[config.mk]
export PLATFORM = sky130hd
export DESIGN_NAME = fsm_recv_logic
export DESIGN_NICKNAME = d
export VERILOG_FILES = /design/src/rtl/fsm_recv_logic.sv
export SDC_FILE = /design/constraint.sdc
export NUM_CORES = 1
export LEC_CHECK = 0
export ABC_AREA = 1
export CORE_MARGIN = 5
export CORE_UTILIZATION = 35
export DETAILED_ROUTE_END_ITERATION = 10
export HOLD_SLACK_MARGIN = 0.03
export PLACE_DENSITY = 0.63
export SETUP_SLACK_MARGIN = 0.1
export SYNTH_ARGS = -nofsm -noshare
export SYNTH_HDL_FRONTEND = slang
export SYNTH_SLANG_ARGS = --single-unit
[constraint.sdc]
create_clock -name clk -period 2.55 [get_ports clk]
set_input_delay 0.255 -clock clk [delete_from_list [all_inputs] [get_ports clk]]
set_output_delay 0.255 -clock clk [all_outputs]
set_load 0.02 [all_outputs]
[src/rtl/fsm_recv_logic.sv]
// fsm_recv_logic: receives one fixed-length burst over send_req/send_done and drains it over valid/ready
module fsm_recv_logic #(
   parameter int DATA_WIDTH = 8,
   parameter int BURST_LEN  = 9,
   parameter int CNT_WIDTH  = 4
) (
   input  logic                  clk,
   input  logic                  rst,
   input  logic                  send_req,
   input  logic [DATA_WIDTH-1:0] in_data,
   input  logic                  in_valid,
   output logic                  send_done,
   output logic                  recv_abort,
   output logic                  receiving,
   output logic [DATA_WIDTH-1:0] out_data,
   output logic                  out_valid,
   input  logic                  out_ready
);
   typedef enum logic [1:0] {IDLE, RECV, DONE, DRAIN} state_t;
   localparam logic [CNT_WIDTH-1:0] LAST = CNT_WIDTH'(BURST_LEN - 1);
   state_t state, state_nx;
   logic [CNT_WIDTH-1:0] wr_ptr, rd_ptr, wr_nx, rd_nx;
   logic [DATA_WIDTH-1:0] buffer [BURST_LEN];
   logic wr_en;
   assign wr_en      = state == RECV && send_req && in_valid;
   assign receiving  = state == RECV;
   assign send_done  = state == DONE;
   assign recv_abort = state == RECV && !send_req;
   assign out_valid  = state == DRAIN;
   assign out_data   = out_valid ? buffer[rd_ptr] : '0;
   always_comb begin
      state_nx = state;
      wr_nx    = wr_ptr;
      rd_nx    = rd_ptr;
      case (state)
         IDLE: if (send_req) begin
            state_nx = RECV;
            wr_nx    = '0;
         end
         RECV: if (!send_req) begin
            state_nx = IDLE;
            wr_nx    = '0;
         end else if (in_valid) begin
            state_nx = wr_ptr == LAST ? DONE : RECV;
            wr_nx    = wr_ptr == LAST ? '0 : wr_ptr + 1'b1;
         end
         DONE: begin
            state_nx = DRAIN;
            rd_nx    = '0;
         end
         DRAIN: if (out_ready) begin
            state_nx = rd_ptr == LAST ? IDLE : DRAIN;
            rd_nx    = rd_ptr == LAST ? '0 : rd_ptr + 1'b1;
         end
         default: begin
            state_nx = IDLE;
            wr_nx    = '0;
            rd_nx    = '0;
         end
      endcase
   end
   always_ff @(posedge clk) begin
      if (rst) begin
         state  <= IDLE;
         wr_ptr <= '0;
         rd_ptr <= '0;
      end else begin
         state  <= state_nx;
         wr_ptr <= wr_nx;
         rd_ptr <= rd_nx;
      end
   end
   // Buffer has no reset; contents are only visible in DRAIN after a full burst.
   always_ff @(posedge clk) begin
      if (wr_en && !rst) buffer[wr_ptr] <= in_data;
   end
endmodule

==> results of run 1 <==
[metal layers]
layer | wire length [µm] | part of all wire
met5 | 0 | 0
met4 | 109 | 0.013
met3 | 492 | 0.061
met2 | 3800 | 0.47
met1 | 3720 | 0.46
[power by group]
group          switching, mW  internal, mW
Clock                  0.478         0.345
Sequential           0.00789          1.53
Combinational         0.0818        0.0493
[stage by stage]
stage | area [µm²] | worst slack (ns) | hold WS (ns) | power (mW)
CTS | 4350 | 0.120 | 0.495 | 2.50
finish | 4400 | 0.211 | 0.495 | 2.49
global route | 4400 | 0.110 | 0.524 | 2.58
floorplan | 3710 | 0.586 | 0.324 | 1.63
global placement | 4190 | 0.497 | 0.481 | 1.70
detailed placement | 4190 | 0.488 | 0.486 | 1.70
[timing repair]
action / in CTS / in global routing
hold buffers: 0 / 0
setup buffers: 0 / 1
cloned: 0 / 0
gates resized for setup: 1 / 9
setup endpoints to repair: 3 / 8
pin swaps: 0 / 0
[worst paths after layout]
kind | start | end | cells after the start
worst min register to register | rd_ptr[3] | flop | 2
worst max register to register | state[0] | buffer[7][3] | 5
worst max-delay path | flop | out_data[6] | 9
worst min-delay path | rd_ptr[3] | flop | 2
[layout by cell type (no fill, tap or decap)]
master | netlist | routed
xor2_1 | 1 | 1
clkinv_4 | 0 | 1
inv_2 | 2 | 3
nor3_1 | 9 | 9
ha_1 | 6 | 6
o21ai_0 | 1 | 1
dlymetal6s2s_1 | 0 | 6
nand3_2 | 1 | 1
dfxtp_1 | 14 | 14
edfxtp_1 | 72 | 72
a21oi_1 | 10 | 10
inv_1 | 31 | 29
buf_8 | 0 | 1
nand2_4 | 2 | 2
nor2_4 | 1 | 1
clkbuf_8 | 0 | 9
buf_12 | 0 | 2
nor2_2 | 3 | 3
clkdlybuf4s50_1 | 0 | 18
o21ai_2 | 1 | 1
nor2_1 | 29 | 29
clkinv_2 | 1 | 3
nand4_2 | 1 | 1
clkinvlp_4 | 0 | 3
nand2_1 | 101 | 101
clkinv_1 | 0 | 2
buf_4 | 0 | 12
nand3_1 | 60 | 60
nand4_1 | 4 | 4
nand2_2 | 1 | 1
[state kept, by name (all words and copies together) (netlist names), named ones only]
name and cells:
wr_ptr 4, rd_ptr 4, buffer 72, state 2
[synthesized netlist by cell type, drive strengths merged]
library cell	n
nand4	5
nor2	33
inv	33
a21oi	10
nor3	9
o21ai	2
clkinv	1
xor2	1
dfxtp	14
buf	6
nand2	104
edfxtp	72
clkbuf	6
ha	6
nand3	61
[area by class of cell]
class | count | area, µm²
timing repair buffer | 39 | 400
fill | 972 | 5930
tap | 136 | 170
clock inverter | 7 | 41.3
multi-input combinational | 231 | 1090
sequential | 86 | 2440
inverter | 34 | 133
clock buffer | 9 | 124
[cells by family after synthesis]
family                   share of synthesized area
AO/OA/AOI/OAI                               0.0172
XOR/XNOR                                   0.00236
adder cells (fa/ha/maj)                     0.0202
buffers and inverters                       0.0489
flip-flops                                   0.658
AND/OR/NAND/NOR                              0.253
[worst max-delay path: cells and delay by family (launching register included)]
kind / cells / cell delay [ns]
flip-flops: 1 / 0.34
AND/OR/NAND/NOR: 5 / 0.38
buffers and inverters: 4 / 1.00
==> results by group, run 1 <==
Run status
  – Outcome: finished, final reports clean

Critical path
  – Critical path peak fanout: 10
  – CP endpoint kind: output port
  – CP max-delay cell: clkdlybuf4s50_1
  – Largest stage delay, worst path: 0.59 ns
  – Cell mode on critical path: nand3_1
  – Critical-path cell list: inv_2 -> buf_4 -> nand2_1 -> nand3_1 -> nand3_1 -> nand3_1 -> nand2_1 -> inv_1 -> clkdlybuf4s50_1
  – Reg2reg setup slack: 0.82 ns
  – WS Path Type: reg -> out
  – WP data arrival: 2.08 ns
  – Worst Setup Start Kind: flop
  – Worst Path Required: 2.30 ns

Cells and area
  – Final core occ: 0.426
  – P&R area growth vs syn: 18.5%
  – Nets: 420
  – Layout cell share with drive strength beyond 1: 0.108
  – Layout Cells excl Fill: 542
  – Diode count: 0

Logic synthesis
  – Post-Synthesis Cell Area: 3710 µm²
  – Synth area leaders: edfxtp_1 58%, nand2_1 10%, nand3_1 8.1%, dfxtp_1 7.6%, inv_1 3.1%
  – Synth Net Count: 382
  – Synth unique cells: 23
  – Synth area leader: edfxtp_1
  – Flops & latches, synth: 86
  – Register area share after synthesis: 0.658
  – Top cell type's share of synthesized area: 0.583
  – Cells after Synth: 363
  – Syn Area/Cell: 10.2 µm²
  – Syn. warnings: 0

Die
  – Die Area: 12800 µm²
  – Io pins: 25
  – Die Y: 113 µm
  – # rows: 37
  – Initial core utilization: 0.359
  – Die extent in x: 113 µm
  – Core area: 10300 µm²

Clock network
  – CTS buffer count: 9
  – Root buffer cell: clkbuf_8
  – Skew-Pair Late Insertion Delay: 0.35 ns
  – H-tree Lvls: 3
  – Bufs on Longest Clock Path: 2
  – CTS clk-pin slew, worst paths: 0.08 ns
  – Clock Sinks: 86
  – CTS tree: built

GRT
  – GRT busiest layer: met2
  – Grt total ovfl: 0
  – Largest net degree at the start of global routing: 33
  – GR Layer Usage met1: 0.180
  – Met3 Use GR: 0.0332
  – First-pass GRT wire length: 13300 µm
  – Initial antenna violation count: 0
  – Tot GR Track Use: 0.135
  – Vias in the first global route: 2523
  – Met2 usage: 0.209

Place
  – Placed insts: 525
  – Gp weighted congestion: 0.811
  – DP HPWL: 5340 µm
  – Port Buffer Count: 24

Route
  – Routed vias/inst: 4.72
  – Avg WL per Cell: 15.0 µm
  – Starting DRT DRC Count: 201
  – Pre-antenna DRT Iters: 4
  – Post-DRT Antenna Nets: 0
  – Residual DRC: 0
  – WL final: 8130 µm
  – Vias: 2557

STA
  – Actual slew at the worst max-slew pin: 0.580 ns
  – Final setup fails: 0
  – Max-slew violation count: 0
  – Period minus WS final: 2.34 ns
  – Hold Fails Final Rpt: 0
  – Slew HR: 0.613
  – Period utilization: 0.917
  – Clk_skew: 0.00468 ns
  – Achievable Freq: 427 MHz
  – Unrepaired setup endpoints after global routing: no
  – Total negative slack: 0 ns

Power
  – VDD IR max: 0.230 mV
  – Power Density: 566 nW/µm²
  – P_leak: 1.79 nW

Min path
  – Worst hold path class: reg -> reg

Job
  – MaxCap Viol Count: 0
Power figures use the tool's default switching activity.
==> run 2: changes to the inputs <==
--- a/config.mk
+++ b/config.mk
@@ -7,11 +7,12 @@
 export LEC_CHECK = 0
 export ABC_AREA = 1
 export CORE_MARGIN = 5
-export CORE_UTILIZATION = 35
+export CORE_UTILIZATION = 58
 export DETAILED_ROUTE_END_ITERATION = 10
 export HOLD_SLACK_MARGIN = 0.03
-export PLACE_DENSITY = 0.63
+export PLACE_DENSITY = 0.9
 export SETUP_SLACK_MARGIN = 0.1
+export SKIP_CTS_REPAIR_TIMING = 1
 export SYNTH_ARGS = -nofsm -noshare
 export SYNTH_HDL_FRONTEND = slang
 export SYNTH_SLANG_ARGS = --single-unit
==> run 2 against run 1 <==
  * Largest cell class unchanged
  * Count of clock-buffer cells in the layout is 3 higher
  * Highest routed layer unchanged
  * Non-clock buffer count is 2 higher
  * Setup slack worse by 0.020 ns
==> results by group, run 2 (same netlist as run 1, synthesis figures left out) <==
Route
  – Avg WL per Cell: 16.5 µm
  – Post-DRT Antenna Nets: 0
  – Pre-antenna DRT Iters: 5
  – Routed vias/inst: 5.51
  – WL final: 7980 µm
  – Vias: 2671
  – Residual DRC: 0
  – Starting DRT DRC Count: 252

GRT
  – Tot GR Track Use: 0.198
  – Vias in the first global route: 2662
  – Grt total ovfl: 0
  – First-pass GRT wire length: 12600 µm
  – Largest net degree at the start of global routing: 33
  – Initial antenna violation count: 0

Min path
  – Worst hold path class: reg -> reg

Power
  – Power Density: 609 nW/µm²
  – P_leak: 1.84 nW
  – VDD IR max: 0.363 mV

Clock network
  – Clock Sinks: 86
  – Root buffer cell: clkbuf_8
  – H-tree Lvls: 3
  – CTS clk-pin slew, worst paths: 0.08 ns
  – Skew-Pair Late Insertion Delay: 0.35 ns
  – CTS buffer count: 9
  – Bufs on Longest Clock Path: 2
  – CTS tree: built

Cells and area
  – Nets: 422
  – P&R area growth vs syn: 18.2%
  – Layout cell share with drive strength beyond 1: 0.110
  – Multi-input gate area: 1090 µm²
  – Max reg flops: 72
  – Diode count: 0
  – Biggest register: buffer
  – Final core occ: 0.699
  – FF/Latch Area: 2440 µm²
  – Leading cell type in the layout, fill and taps excluded: nand2_1
  – Filler instances: 432
  – Most frequent cells in the layout: 101 x nand2_1, 72 x edfxtp_1, 60 x nand3_1
  – Final instance area: 4390 µm²
  – Largest registers: buffer x72, rd_ptr x4, wr_ptr x4

STA
  – Clk_skew: 0.0103 ns
  – Slew HR: 0.656
  – Max-slew violation count: 0
  – Period minus WS final: 2.36 ns
  – Period utilization: 0.925
  – Total negative slack: 0 ns
  – Unrepaired setup endpoints after global routing: no
  – Hold Fails Final Rpt: 0
  – Achievable Freq: 424 MHz
  – Final setup fails: 0
  – Actual slew at the worst max-slew pin: 0.516 ns

Die
  – Initial core utilization: 0.591
  – Die Y: 90.0 µm
  – Core area: 6280 µm²
  – Die extent in x: 90.0 µm
  – # rows: 29
  – Io pins: 25
  – Die Area: 8100 µm²

Place
  – Port Buffer Count: 24
  – DP HPWL: 5260 µm
  – Gp weighted congestion: 0.882
  – Dpl cell area: 4110 µm²

Job
  – MaxCap Viol Count: 0

Critical path
  – Worst Path Required: 2.30 ns
  – Critical path peak fanout: 23
  – Worst Setup Start Kind: flop
  – WP data arrival: 2.10 ns
  – CP endpoint kind: output port
  – WS Path Type: reg -> out
  – Reg2reg setup slack: 0.77 ns

Run status
  – Outcome: finished, final reports clean
run 2: per-layer routing:
| metal | up-vias | wire length [µm] | global-route usage |
|---|---|---|---|
| met2 | 118 | 4200 | 0.340 |
| met3 | 19 | 541 | 0.0634 |
| met1 | 1234 | 3050 | 0.220 |
| li1 | 1300 | - | - |
| met5 | - | 0 | 0 |
| met4 | 0 | 181 | 0.0955 |
run 2: report_power, final:
part	internal, mW	switching (mW)
registers	1.53	0.00827
logic	0.0492	0.0838
clock network	0.552	0.455
run 2: final timing paths:
check | start | to | cells past startpoint
setup reg to reg | state[0] | buffer[2][4] | 5
hold / removal | rd_ptr[3] | flop | 2
setup / recovery | flop | out_data[4] | 9
hold reg to reg | rd_ptr[3] | flop | 2
run 2: area by class of cell:
class,count,area share
timing repair buffer,41,0.0952
tap,77,0.0220
multi-input combinational,231,0.248
sequential,86,0.557
clock buffer,12,0.0308
clock inverter,4,0.0165
inverter,34,0.0311
run 2: worst max-delay path: stages, from the launching register on:
cell and delay (ns):
dfxtp_1 0.41, clkinvlp_4 0.19, buf_12 0.19, nand2_1 0.06
nand3_1 0.06, nand3_1 0.12, nand3_1 0.08, nand2_1 0.08
inv_1 0.03, clkdlybuf4s50_1 0.52
run 2: per-stage QoR:
step	hold slack [ns]	std cells	setup slack (ns)	power, mW
6_report	0.494	485	0.191	2.67
3_3_place_gp	0.474	465	0.545	1.69
5_1_grt	0.522	485	0.0709	2.77
4_1_cts	0.497	481	0.0877	2.68
3_5_place_dp	0.482	465	0.482	1.70
2_1_floorplan	0.324	363	0.586	1.63
